`src/rtl/pong_pkg.sv`:
```
// pong_pkg: shared timing constants for the Pong core.
package pong_pkg;
  localparam int DIV_W = 23;
  typedef logic [DIV_W-1:0] div_t;
  localparam div_t GAME_DIV = div_t'(120000);
  localparam div_t FLASH_DIV = div_t'(3400000);
endpackage

```
`src/rtl/tick_channel.sv`:
```
// tick_channel: one divisor-driven strobe/toggle channel with step override.
module tick_channel import pong_pkg::*; (
  input  logic clk,
  input  logic rst,
  input  logic run,
  input  logic step,
  input  div_t div,
  output logic tick,
  output logic toggle
);
  div_t cnt;
  logic wrap;
  // >= rather than == so a divisor lowered below cnt still wraps next cycle
  always_comb wrap = step | (run & (cnt >= div));
  always_ff @(posedge clk)
    if (rst) begin
      cnt <= '0;
      tick <= 1'b0;
      toggle <= 1'b0;
    end else begin
      cnt <= wrap ? '0 : run ? cnt + 1'b1 : cnt;
      tick <= wrap;
      toggle <= toggle ^ wrap;
    end
endmodule

```
`src/rtl/tick_scheduler.sv`:
```
// tick_scheduler: N_CH programmable tick channels with release-toggled pause,
// single-step while paused and a free-running tone counter.
module tick_scheduler import pong_pkg::*; #(
  parameter int N_CH = 4,
  parameter int TONE_W = 16,
  parameter logic [N_CH-1:0] STEP_MASK = N_CH'(1)
) (
  input  logic                  clk,
  input  logic                  rst,
  input  logic                  pause_btn,
  input  logic                  step_pulse,
  input  logic [N_CH-1:0]       ch_en,
  input  logic [N_CH*DIV_W-1:0] div_i,
  output logic [N_CH-1:0]       tick_o,
  output logic [N_CH-1:0]       toggle_o,
  output logic                  paused_o,
  output logic [TONE_W-1:0]     tone_o
);
  logic btn_prev;
  always_ff @(posedge clk)
    if (rst) begin
      btn_prev <= 1'b0;
      paused_o <= 1'b0;
      tone_o <= '0;
    end else begin
      btn_prev <= pause_btn;
      paused_o <= paused_o ^ (btn_prev & ~pause_btn);
      tone_o <= tone_o + 1'b1;
    end
  for (genvar i = 0; i < N_CH; i++) begin : g_ch
    tick_channel u_ch (
      .clk(clk),
      .rst(rst),
      .run(~paused_o & ch_en[i]),
      .step(step_pulse & paused_o & ch_en[i] & STEP_MASK[i]),
      .div(div_i[i*DIV_W +: DIV_W]),
      .tick(tick_o[i]),
      .toggle(toggle_o[i])
    );
  end
endmodule

```
`config.mk`:
```
export PLATFORM = sky130hd
export DESIGN_NAME = tick_scheduler
export DESIGN_NICKNAME = d
export VERILOG_FILES = /design/src/rtl/pong_pkg.sv /design/src/rtl/tick_channel.sv /design/src/rtl/tick_scheduler.sv
export SDC_FILE = /design/constraint.sdc
export NUM_CORES = 1
export LEC_CHECK = 0
export BUFFER_PORTS_ARGS = -buffer_cell sky130_fd_sc_hd__buf_2
export CAP_MARGIN = 20
export CORE_MARGIN = 4
export CORE_UTILIZATION = 62
export DETAILED_ROUTE_END_ITERATION = 8
export PLACE_DENSITY = 0.93
export RECOVER_POWER = 50
export SYNTH_ARGS = -nofsm -noshare
export SYNTH_HDL_FRONTEND = slang
export SYNTH_HIERARCHICAL = 1
export SYNTH_SLANG_ARGS = --single-unit
export TNS_END_PERCENT = 30
```
`constraint.sdc`:
```
create_clock -name clk -period 6.3 [get_ports clk]
set_clock_uncertainty 0.15 [all_clocks]
set_input_delay 1.26 -clock clk [delete_from_list [all_inputs] [get_ports clk]]
set_output_delay 1.26 -clock clk [all_outputs]
set_load 0.05 [all_outputs]
```
==> out/qor.csv, run 1 <==
stage;metric;value;unit
outcome;status;finished with violations;
outcome;violations;max-capacitance violations, max-slew violations;
sta;setup_viol;0;
placement;place_area;8580;sq um
cts;cts_tree;yes;
worst_setup_path;regToRegSetupSlack;3.64;ns
cts;cts_hold_buf;0;
synthesis;syn_inst;941;
placement;numPortBuffers;124;
flow_run;cap_viol_max_count;1;
detailed_routing;routedWlPerCell;13.7;um
cts;clk_pin_slew;0.05;ns
synthesis;yosysSeqAreaShare;30.4;%
synthesis;synth_top_cell_by_area;dfxtp_1;
cts;clkSinkCount;118;
synthesis;synth_top_area_share;30.4;%
global_routing;grt_pass1_vias;6695;
detailed_routing;drt_first_pass_iters;7;
synthesis;synth-edff-count;0;
cts;cts_setup_buffers;0;
detailed_routing;wirelength;17.3;mm
finish;area_delta_synth_final;17.0;%
die;die_height;120;um
sta;fmax;258;MHz
global_routing;grtUsageTotal;24.2;%
worst_setup_path;path_class;in -> reg;
global_routing;grt_max_degree;49;
worst_setup_path;startpoint;rst;
sta;relSlewSlack;-36.7;%
cts;cts_resized;0;
sta;hold_violations;0;
die;dieArea;14400;sq um
synthesis;synthTopCellsByCount;nor2_1 (134), dfxtp_1 (118), inv_1 (116);
sta;timing.hold.ws;0.336;ns
sta;period_needed;3.87;ns
synthesis;ys_ff_latch;118;
hold_path;holdCritPathClass;reg -> reg;
sta;rsz0062_at_grt;false;
synthesis;synth_cell_types;47;
sta;tightest_slew;2.05;ns
finish;fin_nets;1284;
die;core-area;12200;sq um
detailed_routing;num_vias;6945;
finish;drive_above_1_share;15.3;%
global_routing;gr-total-overflow;0;
die;rows;40;
worst_setup_path;r2r_start;g_ch[0].u_ch/cnt[22];
worst_setup_path;worst_r2r_path_depth;7;
worst_setup_path;r2r_end;g_ch[0].u_ch/cnt[16];
finish;diodes;0;
global_routing;antenna_found_initial;0;
synthesis;syn_area;7770;sq um
detailed_routing;ant_nets;0;
worst_setup_path;crit_end;g_ch[0].u_ch/cnt[16];
detailed_routing;drc_errors;0;
placement;place_congestion;0.842;
placement;hpwlAfterDp;12.7;mm
synthesis;synth_area_leaders;dfxtp_1 (30%), ha_1 (16%), nor2_1 (6.5%);
sta;fin_ws;2.43;ns
power;max-vdd-ir-drop;158;uV
die;start_util;63.9;%
synthesis;synth_area_per_cell;8.26;sq um
finish;stdcell_area;9090;sq um
worst_setup_path;critPathLaunchType;primary input;
global_routing;grt_pass1_wl;29.2;mm
cts;cts_root_buf;clkbuf_16;
sta;finalCritPeriodShare;61.4;%
synthesis;yosysWarnings;6;
detailed_routing;drt_iter0_markers;484;
cts;htree_levels;4;
cts;insertion_delay;0.41;ns
cts;cts_buffers;17;
finish;num-fill-cells;895;
sta;setup_tns;0;ns
synthesis;synth.most_common_cell;nor2_1;
detailed_routing;drt-vias-per-instance;5.48;
worst_setup_path;path_max_fanout;48;
synthesis;postSynth.asyncResetShare;0;%
die;num_io_pins;125;
placement;dp_slack;2.63;ns
worst_setup_path;cp.arrival;3.97;ns
die;fp.dieW;120;um
synthesis;synthFlopType;dfxtp_1;
cts;cts_buffer_depth;2;
power;power_per_cell_area;202;nW/um^2
worst_setup_path;worstPathRequired;6.40;ns
power;p_leak;4.24;nW
worst_setup_path;worst_setup_path_end_kind;flip-flop;
sta;drv_slew;49;
## per-stage QoR
stage / std cells / utilization (%) / total power [mW]
after floorplan: 958 / - / 0.900
after global placement: 1236 / 70.5 / 0.949
after detailed placement: 1236 / 70.5 / 0.956
after CTS: 1267 / 75.1 / 1.85
after global routing: 1267 / 74.8 / 1.91
final: 1267 / 74.8 / 1.84
## area by class of cell
| type | count | area (sq um) | share of cell area (%) |
|---|---|---|---|
| Clock buffer | 21 | 470 | 5.17 |
| Clock inverter | 10 | 80.1 | 0.881 |
| Inverter | 117 | 439 | 4.83 |
| Multi-Input combinational cell | 709 | 4940 | 54.4 |
| Sequential cell | 118 | 2360 | 26.0 |
| Tap cell | 168 | 210 | 2.31 |
| Timing Repair Buffer | 124 | 588 | 6.47 |
## sequential cells by signal (all words and copies together) (netlist names)
register	flops
btn_prev	1
g_ch.u_ch/cnt	92
g_ch.u_ch/tick	4
g_ch.u_ch/toggle	4
paused_o	1
tone_o	16
## critical path: stages
cell      delay [ns]
clkbuf_1        1.43
nor2_1          0.28
o21ai_0         0.18
o22a_1          0.64
nor2_1          0.14
## cell usage in the layout, fill, tap and decap left out, drive strengths merged, types with 7 or more instances in the layout
| cell | Yosys | routed |
|---|---|---|
| a211o | 8 | 8 |
| a211oi | 8 | 8 |
| a21oi | 38 | 38 |
| and3 | 25 | 25 |
| and4 | 8 | 8 |
| buf | 12 | 98 |
| clkbuf | 2 | 47 |
| clkinv | 0 | 7 |
| conb | 1 | 18 |
| dfxtp | 118 | 118 |
| ha | 97 | 97 |
| inv | 117 | 117 |
| nand2 | 58 | 58 |
| nand2b | 13 | 13 |
| nand3 | 38 | 38 |
| nand3b | 8 | 8 |
| nand4 | 34 | 34 |
| nand4b | 8 | 8 |
| nor2 | 138 | 138 |
| nor2b | 20 | 20 |
| nor3 | 26 | 26 |
| nor3b | 8 | 8 |
| nor4 | 8 | 8 |
| o21ai | 17 | 17 |
| xnor2 | 51 | 51 |
| xor2 | 41 | 41 |
## metal layers
metal	vias up	track usage, %	share of wire (%)
met5	-	0	0
met4	0	8.52	1.8
met3	29	5.47	4.9
met2	183	42.2	50
met1	3242	29.1	43
li1	3491	-	-
## power breakdown
part | switching [mW] | internal [mW] | total, mW | leakage (nW)
Combinational | 0.102 | 0.0723 | 0.174 | 3.02
Clock | 0.331 | 0.565 | 0.896 | 0.274
Sequential | 0.0104 | 0.756 | 0.766 | 0.953
Total | 0.443 | 1.39 | 1.84 | 4.24
## cells by family after synthesis
kind of cell             after synthesis  share of synthesized area [%]
other                                  1                         0.0482
AO/OA/AOI/OAI                         96                           9.45
buffers and inverters                131                           6.78
XOR/XNOR                              92                           10.4
multiplexers                           1                          0.193
flip-flops                           118                           30.4
adder cells (fa/ha/maj)               97                           15.6
AND/OR/NAND/NOR                      405                           27.2
## how the worst min path moves through the flow
stage	end	slack (ns)	cells after the start	from
6_report	tone_o[0]	0.34	1	tone_o[0]
5_1_grt	tone_o[0]	0.36	1	tone_o[0]
4_1_cts	tone_o[0]	0.34	1	tone_o[0]
3_5_place_dp	tone_o[0]	0.32	1	tone_o[0]
3_3_place_gp	tone_o[0]	0.31	1	tone_o[0]
2_1_floorplan	g_ch[0].u_ch/cnt[22]	0.33	2	g_ch[0].u_ch/cnt[22]
No activity file was read; power rests on OpenSTA's default activity.
==> inputs of run 2 (changes only) <==
CORE_UTILIZATION = 58   (was 62)
PLACE_DENSITY = 0.89   (was 0.93)
clock period = 3.95 ns   (was 6.3 ns; I/O delays follow)
==> run 2 against run 1 <==
Utilization down 4.8 points. Combinational power up 59%. Via count down 1.8%. Setup slack worse by 1.4 ns. Critical endpoint is now g_ch[1].u_ch/cnt[15]. Wire length down 4.4%. Worst hold slack better by 0.0036 ns. Critical path type unchanged. The flow now finishes without violations.
==> out/qor.csv, run 2 (synthesis results as in run 1) <==
stage;metric;value;unit
finish;stdcell_area;9230;sq um
finish;num-fill-cells;1050;
die;fp.dieW;124;um
worst_setup_path;path_max_fanout;20;
worst_setup_path;path_class;in -> reg;
global_routing;grt_pass1_wl;27.8;mm
sta;tightest_slew;1.18;ns
worst_setup_path;worst_r2r_path_depth;7;
worst_setup_path;regToRegSetupSlack;1.15;ns
finish;reg_top3;g_ch.u_ch/cnt: 92 flops, tone_o: 16 flops;
power;p_sw_share;22.2;%
cts;insertion_delay;0.42;ns
cts;clkSinkCount;118;
worst_setup_path;path_buf_inv;2;
detailed_routing;num_vias;6820;
cts;cts_setup_buffers;0;
cts;cts_root_buf;clkbuf_16;
worst_setup_path;r2r_start;g_ch[1].u_ch/cnt[22];
worst_setup_path;crit_slowest_cell;o22a_1;
placement;place_congestion;0.843;
global_routing;gr-total-overflow;0;
worst_setup_path;r2r_end;g_ch[1].u_ch/cnt[15];
detailed_routing;drt_first_pass_iters;5;
power;p_seq_share;36.8;%
die;start_util;58.9;%
cts;cts_resized;0;
finish;largest_register_ffs;92;
sta;fmax;341;MHz
sta;relSlewSlack;21.7;%
worst_setup_path;startpoint;div_i[45];
power;power_per_cell_area;360;nW/um^2
cts;cts_buffer_depth;2;
finish;diodes;0;
die;num_io_pins;125;
worst_setup_path;cp.depth;9;
global_routing;grt_max_degree;29;
finish;drive_above_1_share;15.0;%
sta;rsz0062_at_grt;false;
sta;drv_slew;0;
finish;final_cell_mix;nor2_1 (134), dfxtp_1 (118), inv_1 (116);
sta;hold_violations;0;
power;max-vdd-ir-drop;292;uV
die;core-area;13200;sq um
sta;period_needed;2.93;ns
detailed_routing;drt_iter0_markers;358;
worst_setup_path;critPathLaunchType;primary input;
detailed_routing;drc_errors;0;
worst_setup_path;worst_setup_path_end_kind;flip-flop;
flow_run;cap_viol_max_count;0;
global_routing;grtUsageTotal;22.5;%
sta;setup_tns;0;ns
die;rows;42;
detailed_routing;routedWlPerCell;12.9;um
sta;finalCritPeriodShare;74.3;%
placement;numPortBuffers;124;
cts;cts_hold_buf;0;
placement;hpwlAfterDp;12.4;mm
outcome;status;finished, final reports clean;
power;power.switching;0.737;mW
worst_setup_path;cp_cell_sequence;buf_2 > inv_1 > ha_1 > nand4_1 > nor2_1 > nand4_1 > o2111ai_1 > o22a_1 > nor2_1;
power;p_leak;4.29;nW
worst_setup_path;crit_end;g_ch[1].u_ch/cnt[15];
global_routing;grt_pass1_vias;6436;
die;die_height;124;um
worst_setup_path;cp.arrival;3.06;ns
worst_setup_path;cpLargestDelayFamily;compound AO/OA/AOI/OAI gates;
detailed_routing;ant_nets;0;
cts;clk_pin_slew;0.06;ns
hold_path;holdCritPathClass;reg -> reg;
worst_setup_path;cpPeakStageDelay;0.72;ns
sta;setup_viol;0;
global_routing;antenna_found_initial;0;
cts;cts_buffers;17;
finish;fin_nets;1285;
power;internal_power;2.58;mW
detailed_routing;drt-vias-per-instance;5.34;
placement;place_area;8600;sq um
finish;area_delta_synth_final;18.7;%
detailed_routing;wirelength;16.5;mm
cts;htree_levels;4;
power;power;3.32;mW
die;dieArea;15300;sq um
power;p_comb_share;8.3;%
cts;cts_tree;yes;
finish;regMostFlops;g_ch.u_ch/cnt;
worst_setup_path;worstPathRequired;4.07;ns
finish;final_common_cell;nor2_1;
power;pwr-share-clk;54.9;%
-- run 2: cell count changes in the layout (fill, tap and decap cells not counted), sizes merged --
| cell | previous run | this run |
|---|---|---|
| inv | 117 | 118 |
| clkbuf | 47 | 46 |
| bufinv | 1 | 7 |
| clkinvlp | 2 | 1 |
| clkinv | 7 | 4 |
-- run 2: metal layers --
metal / wire, um / global-route usage [%]
met5: 0 / 0
met4: 246 / 7.40
met3: 968 / 6.31
met2: 8110 / 39.3
met1: 7210 / 26.6
-- run 2: how the worst min path moves through the flow --
stage,start,to,slack (ns),cells past startpoint
5_1_grt,tone_o[0],tone_o[0],0.36,1
3_3_place_gp,tone_o[0],tone_o[0],0.31,1
3_5_place_dp,tone_o[0],tone_o[0],0.32,1
6_report,tone_o[0],tone_o[0],0.34,1
2_1_floorplan,g_ch[0].u_ch/cnt[22],g_ch[0].u_ch/cnt[22],0.33,2
4_1_cts,tone_o[0],tone_o[0],0.33,1
-- run 2: power groups by stage --
stage | Sequential [mW] | Combinational, mW | Clock, mW
floorplan | 1.27 | 0.162 | 0
global placement | 1.25 | 0.270 | 0
detailed placement | 1.25 | 0.280 | 0
CTS | 1.22 | 0.282 | 1.85
global route | 1.22 | 0.312 | 1.91
finish | 1.22 | 0.276 | 1.82
-- run 2: metrics by stage --
step                      worst slack, ns  util (%)  hold WS, ns  std cells
after floorplan                      1.47         -        0.333        958
after global placement              0.862      65.2        0.315       1245
after detailed placement            0.793      65.2        0.319       1245
after CTS                            1.24      70.4        0.335       1277
after global routing                0.839      69.9        0.363       1277
final                                1.02      69.9        0.339       1277
-- run 2: area by class of cell --
cell class	instances	area, sq um	share of cell area [%]
flip-flops and latches	118	2360	25.6
clock buffers	19	443	4.80
inverters	117	439	4.76
well taps	176	220	2.39
clock inverters	13	250	2.71
multi-input cells	709	4920	53.3
repair buffers	125	592	6.42
==> inputs of run 3 (changes only) <==
CORE_UTILIZATION = 52   (was 58)
PLACE_DENSITY = 0.84   (was 0.89)
clock period = 2.5 ns   (was 3.95 ns; I/O delays follow)
==> run 3 against run 2 <==
Power is 46% higher. Sequential power up 58%. Setup slack lost 0.83 ns. Wire length fell by 1.1%. Combinational power grew 69%. Via count decreased by 1.5%. Final cell count rose by 1.3%. Worst hold slack worse by 0.16 ns. First-iteration DRC count decreased by 5.9%. Sequential share of layout area fell by 0.12 points. Clock-buffer cell count up 2. Critical path type is now reg -> reg. Largest power group unchanged.
==> out/qor.csv, run 3 (synthesis results as in run 1) <==
stage;metric;value;unit
worst_setup_path;crit_slowest_cell;or4b_1;
die;num_io_pins;125;
worst_setup_path;path_class;reg -> reg;
detailed_routing;drt_iter0_markers;337;
outcome;status;finished, final reports clean;
power;max-vdd-ir-drop;394;uV
worst_setup_path;cp.arrival;2.51;ns
sta;fmax;432;MHz
worst_setup_path;critPathLaunchType;flip-flop;
detailed_routing;drt_first_pass_iters;4;
die;die_height;130;um
hold_path;holdCritPathClass;in -> reg;
sta;tightest_slew;1.21;ns
sta;finalCritPeriodShare;92.7;%
finish;regMostFlops;g_ch.u_ch/cnt;
cts;cts_tree;yes;
cts;insertion_delay;0.41;ns
worst_setup_path;cpLargestDelayFamily;simple AND/OR/NAND/NOR gates;
cts;cts_root_buf;clkbuf_16;
flow_run;cap_viol_max_count;0;
detailed_routing;drc_errors;0;
worst_setup_path;path_buf_inv;1;
cts;cts_hold_buf;0;
die;core-area;14600;sq um
finish;reg_top3;g_ch.u_ch/cnt: 92 flops, tone_o: 16 flops;
cts;cts_buffer_depth;2;
finish;final_cell_mix;nor2_1 (134), dfxtp_1 (118), inv_1 (116);
sta;timing.hold.ws;0.182;ns
die;dieArea;17000;sq um
finish;largest_register_ffs;92;
global_routing;grt_max_degree;30;
die;rows;44;
global_routing;grtUsageTotal;19.9;%
cts;cts_buffers;17;
sta;setup_viol;0;
worst_setup_path;cpPeakStageDelay;0.50;ns
detailed_routing;ant_nets;0;
placement;hpwlAfterDp;12.7;mm
finish;drive_above_1_share;15.9;%
cts;clk_pin_slew;0.05;ns
power;p_leak;4.33;nW
worst_setup_path;cp_cell_sequence;inv_1 > ha_1 > nand2b_4 > a211oi_2 > o311a_1 > nor2_2 > or4b_1 > a21oi_1;
global_routing;grt_pass1_wl;27.6;mm
power;power_per_cell_area;521;nW/um^2
cts;cts_resized;0;
die;start_util;53.3;%
finish;area_delta_synth_final;19.3;%
detailed_routing;drt-vias-per-instance;5.19;
global_routing;gr-total-overflow;0;
global_routing;grt_pass1_vias;6335;
sta;drv_slew;0;
worst_setup_path;path_max_fanout;6;
finish;fin_nets;1294;
placement;place_area;8720;sq um
placement;numPortBuffers;124;
finish;num-fill-cells;1232;
finish;diodes;0;
global_routing;antenna_found_initial;0;
finish;stdcell_area;9270;sq um
worst_setup_path;worstPathRequired;2.69;ns
worst_setup_path;worst_setup_path_end_kind;flip-flop;
detailed_routing;wirelength;16.4;mm
cts;clkSinkCount;118;
placement;place_congestion;0.813;
detailed_routing;num_vias;6717;
sta;hold_violations;0;
die;fp.dieW;130;um
sta;relSlewSlack;19.0;%
detailed_routing;routedWlPerCell;12.6;um
sta;period_needed;2.32;ns
finish;final_common_cell;nor2_1;
cts;cts_setup_buffers;0;
sta;rsz0062_at_grt;false;
cts;htree_levels;4;
run 3: path summary, 6_finish.rpt:
| check | slack (ns) | cells past startpoint | startpoint | to |
|---|---|---|---|---|
| max | 0.18 | 8 | g_ch[2].u_ch/cnt[0] | g_ch[2].u_ch/cnt[0] |
| max reg2reg | 0.18 | 8 | g_ch[2].u_ch/cnt[0] | g_ch[2].u_ch/cnt[0] |
| min reg2reg | 0.34 | 1 | tone_o[0] | tone_o[0] |
| min | 0.18 | 2 | pause_btn | btn_prev |
run 3: metrics by stage:
| stage | worst slack (ns) | setup TNS, ns | power (mW) | utilization [%] | std cells |
|---|---|---|---|---|---|
| after floorplan | 0.312 | 0 | 2.27 | - | 958 |
| after global placement | 0.0736 | 0 | 2.42 | 59.8 | 1262 |
| after detailed placement | -0.0510 | -0.873 | 2.44 | 59.8 | 1262 |
| after CTS | 0.200 | 0 | 4.88 | 63.9 | 1294 |
| after global routing | 0.0506 | 0 | 5.02 | 63.5 | 1294 |
| final | 0.183 | 0 | 4.83 | 63.5 | 1294 |
run 3: power breakdown:
group	internal [mW]	leakage, nW	switching, mW
combinational	0.207	3.08	0.260
clock	1.60	0.300	0.828
sequential	1.90	0.953	0.0268
run 3: routing by layer:
metal / GRT usage [%] / vias to the layer above / routed length, um
met4: 8.01 / 0 / 314
met2: 31.9 / 145 / 7650
met5: 0 / - / 0
li1: - / 3513 / -
met1: 25.7 / 3031 / 7610
met3: 4.67 / 28 / 782
run 3: final cells by class:
class,instances,area [sq um],area share (%)
inverters,117,439,4.74
clock inverters,11,130,1.40
repair buffers,134,709,7.65
well taps,184,230,2.48
clock buffers,21,460,4.97
multi-input cells,709,4940,53.3
flip-flops and latches,118,2360,25.5
run 3: worst register-to-register path, delay by kind of cell (launching register included):
family,cells,cell delay [ns]
DFF,1,0.41
AOI/OAI and AO/OA,3,0.61
adders and majority gates,1,0.28
buffers and inverters,1,0.07
and+or+nand+nor,3,0.74
